===== config.mk =====
export PLATFORM = sky130hd
export DESIGN_NAME = apb_script_master
export DESIGN_NICKNAME = d
export VERILOG_FILES = /design/src/rtl/apb_script_master.sv
export SDC_FILE = /design/constraint.sdc
export NUM_CORES = 1
export LEC_CHECK = 0
export ABC_AREA = 1
export CAP_MARGIN = 10
export CORE_ASPECT_RATIO = 1.2
export CORE_UTILIZATION = 40
export CTS_CLUSTER_DIAMETER = 150
export DETAILED_ROUTE_END_ITERATION = 7
export GPL_ROUTABILITY_DRIVEN = 0
export SETUP_SLACK_MARGIN = 0.5
export SKIP_LAST_GASP = 1
export SYNTH_ARGS = -nofsm -noshare
export SYNTH_HDL_FRONTEND = slang
export SYNTH_SLANG_ARGS = --single-unit
export TNS_END_PERCENT = 20

===== constraint.sdc =====
create_clock -name PCLK -period 3.2 [get_ports PCLK]
set_input_delay 0.96 -clock PCLK [delete_from_list [all_inputs] [get_ports PCLK]]
set_output_delay 0.96 -clock PCLK [all_outputs]
set_load 0.1 [all_outputs]

===== src/rtl/apb_script_master.sv =====
// apb_script_master: replays a writable RAM script of APB transfers into a
// slave, with synchronised start, wait states, slave-error abort and watchdog.
module apb_script_master #(
   parameter int ADDR_W     = 7,
   parameter int DATA_W     = 8,
   parameter int DEPTH      = 4,
   parameter int IDX_W      = $clog2(DEPTH),
   parameter int TIMEOUT    = 255,
   parameter int SYNC_START = 1
) (
   input  logic                     PCLK,
   input  logic                     PRESETn,
   input  logic                     prog_we,
   input  logic [IDX_W-1:0]         prog_idx,
   input  logic [ADDR_W+DATA_W+1:0] prog_entry,
   input  logic                     start,
   input  logic [IDX_W-1:0]         start_idx,
   input  logic                     step_mode,
   input  logic                     abort,
   output logic                     PSELx,
   output logic                     PENABLE,
   output logic                     PWRITE,
   output logic [ADDR_W-1:0]        PADDR,
   output logic [DATA_W-1:0]        PWDATA,
   input  logic [DATA_W-1:0]        PRDATA,
   input  logic                     PREADY,
   input  logic                     PSLVERR,
   output logic                     busy,
   output logic                     done,
   output logic                     err,
   output logic [1:0]               err_code,
   output logic [IDX_W-1:0]         cur_idx,
   output logic [DATA_W-1:0]        rd_data,
   output logic                     rd_valid
);

   localparam int EW   = ADDR_W + DATA_W + 2;
   localparam int WD_W = $clog2(TIMEOUT + 1);
   localparam logic [IDX_W-1:0] LAST_IDX = IDX_W'(DEPTH - 1);
   localparam logic [WD_W-1:0]  WD_MAX   = WD_W'(TIMEOUT - 1);

   typedef enum logic [1:0] {
      IDLE,
      SETUP,
      ACCESS,
      NEXT
   } state_t;

   state_t state_q, state_d;

   logic [EW-1:0]     mem_q [DEPTH];
   logic [IDX_W-1:0]  idx_q, idx_d;
   logic              last_q, last_d;
   logic              wr_q, wr_d;
   logic [ADDR_W-1:0] addr_q, addr_d;
   logic [DATA_W-1:0] wdata_q, wdata_d;
   logic [WD_W-1:0]   wd_q, wd_d;
   logic              err_q, err_d;
   logic [1:0]        code_q, code_d;
   logic [DATA_W-1:0] rdat_q, rdat_d;
   logic              rvld_q, rvld_d;
   logic              done_q, done_d;
   logic              resume_q, resume_d;
   logic              apend_q, apend_d;
   logic              prev_q;

   logic              start_s;
   logic              start_edge;
   logic              load;
   logic [IDX_W-1:0]  inc_idx;
   logic [IDX_W-1:0]  load_idx;
   logic [EW-1:0]     ent;

   generate
      if (SYNC_START != 0) begin : g_sync
         logic s1_q;
         logic s2_q;
         always_ff @(posedge PCLK or negedge PRESETn) begin
            if (!PRESETn) begin
               s1_q <= 1'b0;
               s2_q <= 1'b0;
            end else begin
               s1_q <= start;
               s2_q <= s1_q;
            end
         end
         assign start_s = s2_q;
      end else begin : g_direct
         assign start_s = start;
      end
   endgenerate

   assign start_edge = start_s & ~prev_q;

   // Script RAM is frozen while a run is active so the bus fields never tear.
   always_ff @(posedge PCLK) begin
      if (prog_we && (state_q == IDLE)) begin
         mem_q[prog_idx] <= prog_entry;
      end
   end

   assign inc_idx  = idx_q + IDX_W'(1);
   assign load_idx = ((state_q == IDLE) && !resume_q) ? start_idx : inc_idx;
   assign ent      = mem_q[load_idx];

   always_comb begin
      state_d  = state_q;
      idx_d    = idx_q;
      last_d   = last_q;
      wr_d     = wr_q;
      addr_d   = addr_q;
      wdata_d  = wdata_q;
      wd_d     = wd_q;
      err_d    = err_q;
      code_d   = code_q;
      rdat_d   = rdat_q;
      rvld_d   = 1'b0;
      done_d   = 1'b0;
      resume_d = resume_q;
      apend_d  = apend_q;
      load     = 1'b0;

      unique case (state_q)
         IDLE: begin
            if (start_edge) begin
               state_d  = SETUP;
               load     = 1'b1;
               err_d    = 1'b0;
               code_d   = 2'b00;
               resume_d = 1'b0;
               apend_d  = 1'b0;
            end
         end
         SETUP: begin
            if (abort) begin
               state_d  = IDLE;
               code_d   = 2'b11;
               resume_d = 1'b0;
            end else begin
               state_d = ACCESS;
               wd_d    = '0;
            end
         end
         ACCESS: begin
            // Abort cannot cut a live transfer; remember it for NEXT.
            if (abort) begin
               apend_d = 1'b1;
            end
            if (PREADY && PSLVERR) begin
               state_d  = IDLE;
               err_d    = 1'b1;
               code_d   = 2'b01;
               resume_d = 1'b0;
            end else if (PREADY) begin
               state_d = NEXT;
               if (!wr_q) begin
                  rdat_d = PRDATA;
                  rvld_d = 1'b1;
               end
            end else if (wd_q == WD_MAX) begin
               state_d  = IDLE;
               err_d    = 1'b1;
               code_d   = 2'b10;
               resume_d = 1'b0;
            end else begin
               wd_d = wd_q + WD_W'(1);
            end
         end
         NEXT: begin
            if (abort || apend_q) begin
               state_d  = IDLE;
               code_d   = 2'b11;
               resume_d = 1'b0;
               apend_d  = 1'b0;
            end else if (last_q || (idx_q == LAST_IDX)) begin
               state_d  = IDLE;
               done_d   = 1'b1;
               resume_d = 1'b0;
            end else if (step_mode) begin
               state_d  = IDLE;
               resume_d = 1'b1;
            end else begin
               state_d = SETUP;
               load    = 1'b1;
            end
         end
         default: begin
            state_d = IDLE;
         end
      endcase

      if (load) begin
         idx_d = load_idx;
         {last_d, wr_d, addr_d, wdata_d} = ent;
      end
   end

   always_ff @(posedge PCLK or negedge PRESETn) begin
      if (!PRESETn) begin
         state_q  <= IDLE;
         idx_q    <= '0;
         last_q   <= 1'b0;
         wr_q     <= 1'b0;
         addr_q   <= '0;
         wdata_q  <= '0;
         wd_q     <= '0;
         err_q    <= 1'b0;
         code_q   <= 2'b00;
         rdat_q   <= '0;
         rvld_q   <= 1'b0;
         done_q   <= 1'b0;
         resume_q <= 1'b0;
         apend_q  <= 1'b0;
         prev_q   <= 1'b0;
      end else begin
         state_q  <= state_d;
         idx_q    <= idx_d;
         last_q   <= last_d;
         wr_q     <= wr_d;
         addr_q   <= addr_d;
         wdata_q  <= wdata_d;
         wd_q     <= wd_d;
         err_q    <= err_d;
         code_q   <= code_d;
         rdat_q   <= rdat_d;
         rvld_q   <= rvld_d;
         done_q   <= done_d;
         resume_q <= resume_d;
         apend_q  <= apend_d;
         prev_q   <= start_s;
      end
   end

   assign PSELx    = (state_q == SETUP) || (state_q == ACCESS);
   assign PENABLE  = (state_q == ACCESS);
   assign PWRITE   = wr_q;
   assign PADDR    = addr_q;
   assign PWDATA   = wdata_q;
   assign busy     = (state_q != IDLE);
   assign done     = done_q;
   assign err      = err_q;
   assign err_code = code_q;
   assign cur_idx  = idx_q;
   assign rd_data  = rdat_q;
   assign rd_valid = rvld_q;

endmodule


# Word-level counts from Yosys, hierarchy flattened
# Memory sizes are Yosys's and may differ from the RTL's. A register that Yosys moved wholly into a read port is not among the register bits.
# Cells that the tools add are included.
word_totals:
  reg_bits: 30
  ram_bits: 68
  in_bits: 37
  word_cells: 109
  n_memories: 1
memory_table:
  columns: ["memory", "words", "word_bits", "rd", "rd_ports_with_merged_regs", "wr", "line_no", "rtl"]
  rows:
  - ["mem_q", 4, 17, 1, 1, 1, "51", "logic [EW-1:0] mem_q [DEPTH];"]
classes:
  n_addsub: 2
  eq_ne: 17
  muxes: 52
  bitwise_logic: 4
  n_reduce_logical: 20
op_table:
  columns: ["cell", "count"]
  rows:
  - ["8-bit 2-to-1 mux", 4]
  - ["1-bit 2-to-1 mux", 29]
  - ["2-bit 2-to-1 mux", 12]
  - ["2-bit inequality test (second input constant)", 8]
  - ["2-bit one-hot mux with 4 select lines", 2]
  - ["8-bit one-hot mux with 2 select lines", 1]
  - ["5-bit AND reduction", 3]
  - ["4-bit AND reduction", 3]
  - ["8-bit by 1-bit adder with 8-bit output (second input constant)", 1]
  - ["8-bit equality test (second input constant)", 1]
  - ["2-bit equality test (second input constant)", 3]
  - ["2-bit nonzero test", 3]
  - ["4-bit by 1-bit inequality test with 1-bit output (second input constant)", 1]
  - ["4-bit inequality test (second input constant)", 1]
  - ["1-bit one-hot mux with 2 select lines", 2]
  - ["1-bit one-hot mux with 4 select lines", 1]
  - ["1-bit logical AND", 3]
  - ["1-bit logical OR", 3]
  - ["3-bit by 1-bit inequality test with 1-bit output (second input constant)", 1]
  - ["3-bit by 2-bit inequality test with 1-bit output (second input constant)", 1]
  - ["1-bit NOT", 3]
  - ["1-bit one-hot mux with 3 select lines", 1]
  - ["3-bit nonzero test", 1]
  - ["2-bit by 1-bit adder with 2-bit output (second input constant)", 1]
  - ["other kinds (5)", 6]

# Longest topological paths before layout
logic_depth:
  word_depth: 5
  mapped_depth: 12
  ltp_nobuf: 10

# Least setup slack after synthesis
# OpenSTA, ideal clock, no wires.
synth_timing:
  path_kind: "input to register"
  from: "in prog_we"
  to: "mem mem_q[0][0] (netlist name), enable pin"
  arrival_ns: 2.247
  required_time_ns: 2.787
  path_slack_ns: 0.540
  cell_stages: 2
  n_path_buf: 0
  cell_sequence: "nand2_1 > nor3_1"
synth_via:
  elab_chain_cells: 3
synth_lines:
  columns: ["item", "line_no", "rtl"]
  rows:
  - ["start: declaration", "13", "input logic prog_we,"]
  - ["1-bit logical AND", "97", "if (prog_we && (state_q == IDLE)) begin"]
  - ["1-bit 2-to-1 mux", "97", null]
  - ["1-bit 2-to-1 mux (not written as such)", "98", "mem_q[prog_idx] <= prog_entry;"]
  - ["end: declaration", "51", null]
# Every way passes these cells.

# Worst setup path after layout
layout_timing:
  from: "reg state_q[0]"
  to: "out PENABLE"
layout_via:
  elab_chain_cells: 1
layout_lines:
  columns: ["item", "line_no", "rtl"]
  rows:
  - ["start: declaration", "49", "state_t state_q, state_d;"]
  - ["start signal: assignment", "216", "state_q <= state_d;"]
  - ["2-bit equality test", "235", "assign PENABLE = (state_q == ACCESS);"]
  - ["end: declaration", "21", "output logic PENABLE,"]
# Every way passes these cells.

==> summary.md <==
| Metric | Value |
|---|---|
| Status | finished clean |
| Die height | 128 um |
| Adder-cell area share of the yosys netlist | 1.90% |
| Post-synth cell types | 31 |
| Mapped cell area | 5260 um^2 |
| Final-report hold violation count | 0 |
| Starting Density | 41.3% |
| Fin Clk Skew | 0.00776 ns |
| Layout cells sized above 1 | 16.0% |
| Filler Cells Inserted | 1144 |
| Final Cell Area | 6600 um^2 |
| DRT iter0 DRCs | 253 |
| Top-Level Pins | 71 |
| Core Footprint | 12700 um^2 |
| DR WL/cell | 14.2 um |
| CTS sink count | 115 |
| Fin nets | 670 |
| CP peak stage delay | 0.40 ns |
| Synth Net Count | 589 |
| Inserted Clock Buffers | 17 |
| Crit start category | flop |
| Root Buffer | clkbuf_16 |
| Most common cell after layout, fill and taps aside | nand2_1 |
| Cells after Synth | 544 |
| Die area | 13600 um^2 |
| Final hold slack | 0.350 ns |
| ANT cells | 0 |
| Die Wd | 107 um |
| Power density over cell area | 1100 nW/um^2 |
| Setup TNS | 0 ns |
| Final worst slack | 0.547 ns |
| Max_cap viols | 0 |
| Crit path arrival time | 1.69 ns |
| Worst-path cell chain | inv_1, ha_1, buf_4 |
| Max FO, Critical Path | 8 |
| Drt pass-1 iters | 5 |
| Total vias in the final route | 3806 |
| Vias per std cell | 4.75 |
| Commonest non-fill, non-tap cells in the layout | nand2_1, nand3_1, inv_1 |
| Avg Inst Size Synth | 9.66 um^2 |
| Worst rel slew slack | 57.7% |
| Clk Latency, worst-skew pair | 0.41 ns |
| Critical path required time | 2.24 ns |
| Fin crit share | 82.9% |
| Final Critical Period | 2.65 ns |
| Final Core Density | 51.8% |
| Pin count of the biggest net entering global routing | 36 |
| ANT nets after route | 0 |
| PortBufs | 70 |
| Maximum vdd drop | 559 uV |
| Met1 usage | 20.2% |
| Placed cell areas | 6040 um^2 |
| First-pass GRT wire length | 18200 um |
| Vias in the first global route | 3780 |
| Post-synthesis mux area share | 0% |
| CP Class | flop to output port |
| Hold crit path type | flop to flop |
| M3 GR Usage | 4.13% |
| LEAKAGE | 3.14 nW |
| Row count | 45 |
| HPWL after DPL | 7490 um |
| Total setup buffers inserted after CTS | 0 |
| Maximum clock frequency | 0.377 GHz |
| #FFs+latches synth | 115 |
| Share of the synthesized area in compound gates (AO/OA/AOI/OAI) | 3.05% |
| Grt ovf | 0 |
| Clock-pin slew on the worst setup and hold paths | 0.06 ns |
| Worst path slowest cell | dfrtp_1 |
| Clk buf depth | 2 |
| GR peak layer | met2 |
| Synth Area in XOR/XNOR | 0.333% |
| DP Worst Slack | 0.712 ns |
| Crit. End Element | output port |
| Cts hold-fix bufs | 0 |
| CTS tree | yes |
| H-Tree Depth | 4 |
| Initial antenna violation count | 0 |
| Met2 GRT Util | 31.3% |
| Worst slew pin tran | 0.633 ns |
| Final setup fails | 0 |
| RSZ-0062 raised after global routing | true |
| PostCTS Resize Cnt | 0 |
| Slew Viols, Final | 0 |
| Sequential share of the synthesized area | 61.2% |
| Post-synthesis simple-gate area fraction | 24.7% |
| Yosys Warn Count | 0 |
| Total Routed Length | 11400 um |
| Number of remaining DRC errors | 0 |
| Total track usage | 17.8% |
| Main combinational cell family by area after synthesis | simple AND/OR/NAND/NOR gates |
| Synth-to-Final Area Change | 25.5% |
==> cell usage after synthesis, drive strengths merged <==
cell type | number | share of area [%]
o21ai | 16 | 1.7
o31ai | 1 | 0.14
dfrtp | 47 | 22
o21bai | 3 | 0.64
edfxtp | 68 | 39
xor2 | 2 | 0.33
o22ai | 1 | 0.12
or2 | 2 | 0.24
nor3 | 6 | 0.57
ha | 8 | 1.9
o211ai | 1 | 0.14
nand2 | 157 | 12
a21oi | 2 | 0.26
nand4 | 2 | 0.24
buf | 14 | 1.9
nor2 | 18 | 2.2
nand3 | 99 | 9.6
inv | 97 | 6.9
==> power by group <==
part / leakage [nW] / switching (mW) / total, mW / internal, mW
Sequential: 1.23 / 0.157 / 2.00 / 1.84
Clock: 0.270 / 0.744 / 1.77 / 1.02
Combinational: 1.64 / 2.67 / 3.47 / 0.794
==> kinds of logic (layout without fill, tap and decap cells) <==
logic type | count (synthesis) | after routing
adders and majority gates | 8 | 8
AOI/OAI and AO/OA | 24 | 24
DFF | 115 | 115
and+or+nand+nor | 284 | 284
buffers and inverters | 111 | 205
xor gates and xnor gates | 2 | 2
==> metrics by stage <==
stage          cells  total power [mW]
2_1_floorplan    544              4.77
3_3_place_gp     770              5.46
3_5_place_dp     770              5.50
4_1_cts          802              7.27
5_1_grt          802              7.60
6_report         802              7.23
==> sequential cells by signal (all words and copies together) (netlist names) <==
name and flops:
state_q 2, done 1, g_sync.s1_q 1, rd_data 8, prev_q 1, err_code 2
PWDATA 8, PWRITE 1, wd_q 8, err 1, last_q 1, g_sync.s2_q 1
apend_q 1, rd_valid 1, mem_q 68, resume_q 1, PADDR 7, cur_idx 2
==> routing by layer <==
metal / vias to the layer above / wire length [um]
met1: 1768 / 4680
met5: - / 0
li1: 1916 / -
met2: 106 / 5900
met3: 16 / 591
met4: 0 / 184
==> worst max-delay path: cells and delay by family, from the launching register on <==
kind | cells | cell delay, ns
buffers and inverters | 2 | 0.49
DFF | 1 | 0.40
adders and majority gates | 1 | 0.40
==> path summary, 6_finish.rpt <==
check                                             from                 endpoint  slack, ns  depth (start not counted)
worst max-delay path            state_q[0]$_DFFE_PN0P_                  PENABLE       0.55                          3
worst max register to register  state_q[0]$_DFFE_PN0P_    PWDATA[2]$_DFFE_PN0P_       0.99                         10
worst min register to register   g_sync.s1_q$_DFF_PN0_    g_sync.s2_q$_DFF_PN0_       0.35                          0
worst min-delay path             g_sync.s1_q$_DFF_PN0_    g_sync.s2_q$_DFF_PN0_       0.35                          0
max in group asynchronous                      PRESETn      wd_q[0]$_DFFE_PN0P_       1.92                          2
min in group asynchronous                      PRESETn  err_code[1]$_DFFE_PN0P_       0.53                          1
==> layout make-up <==
type	count	area, um^2	share of cell area [%]
sequential	115	3220	48.8
multi-input combinational	318	1600	24.2
timing repair buffer	76	656	9.94
inverter	97	364	5.52
clock inverter	15	134	2.03
clock buffer	17	425	6.45
tap	164	205	3.11
No activity file was read; power rests on OpenSTA's default activity.
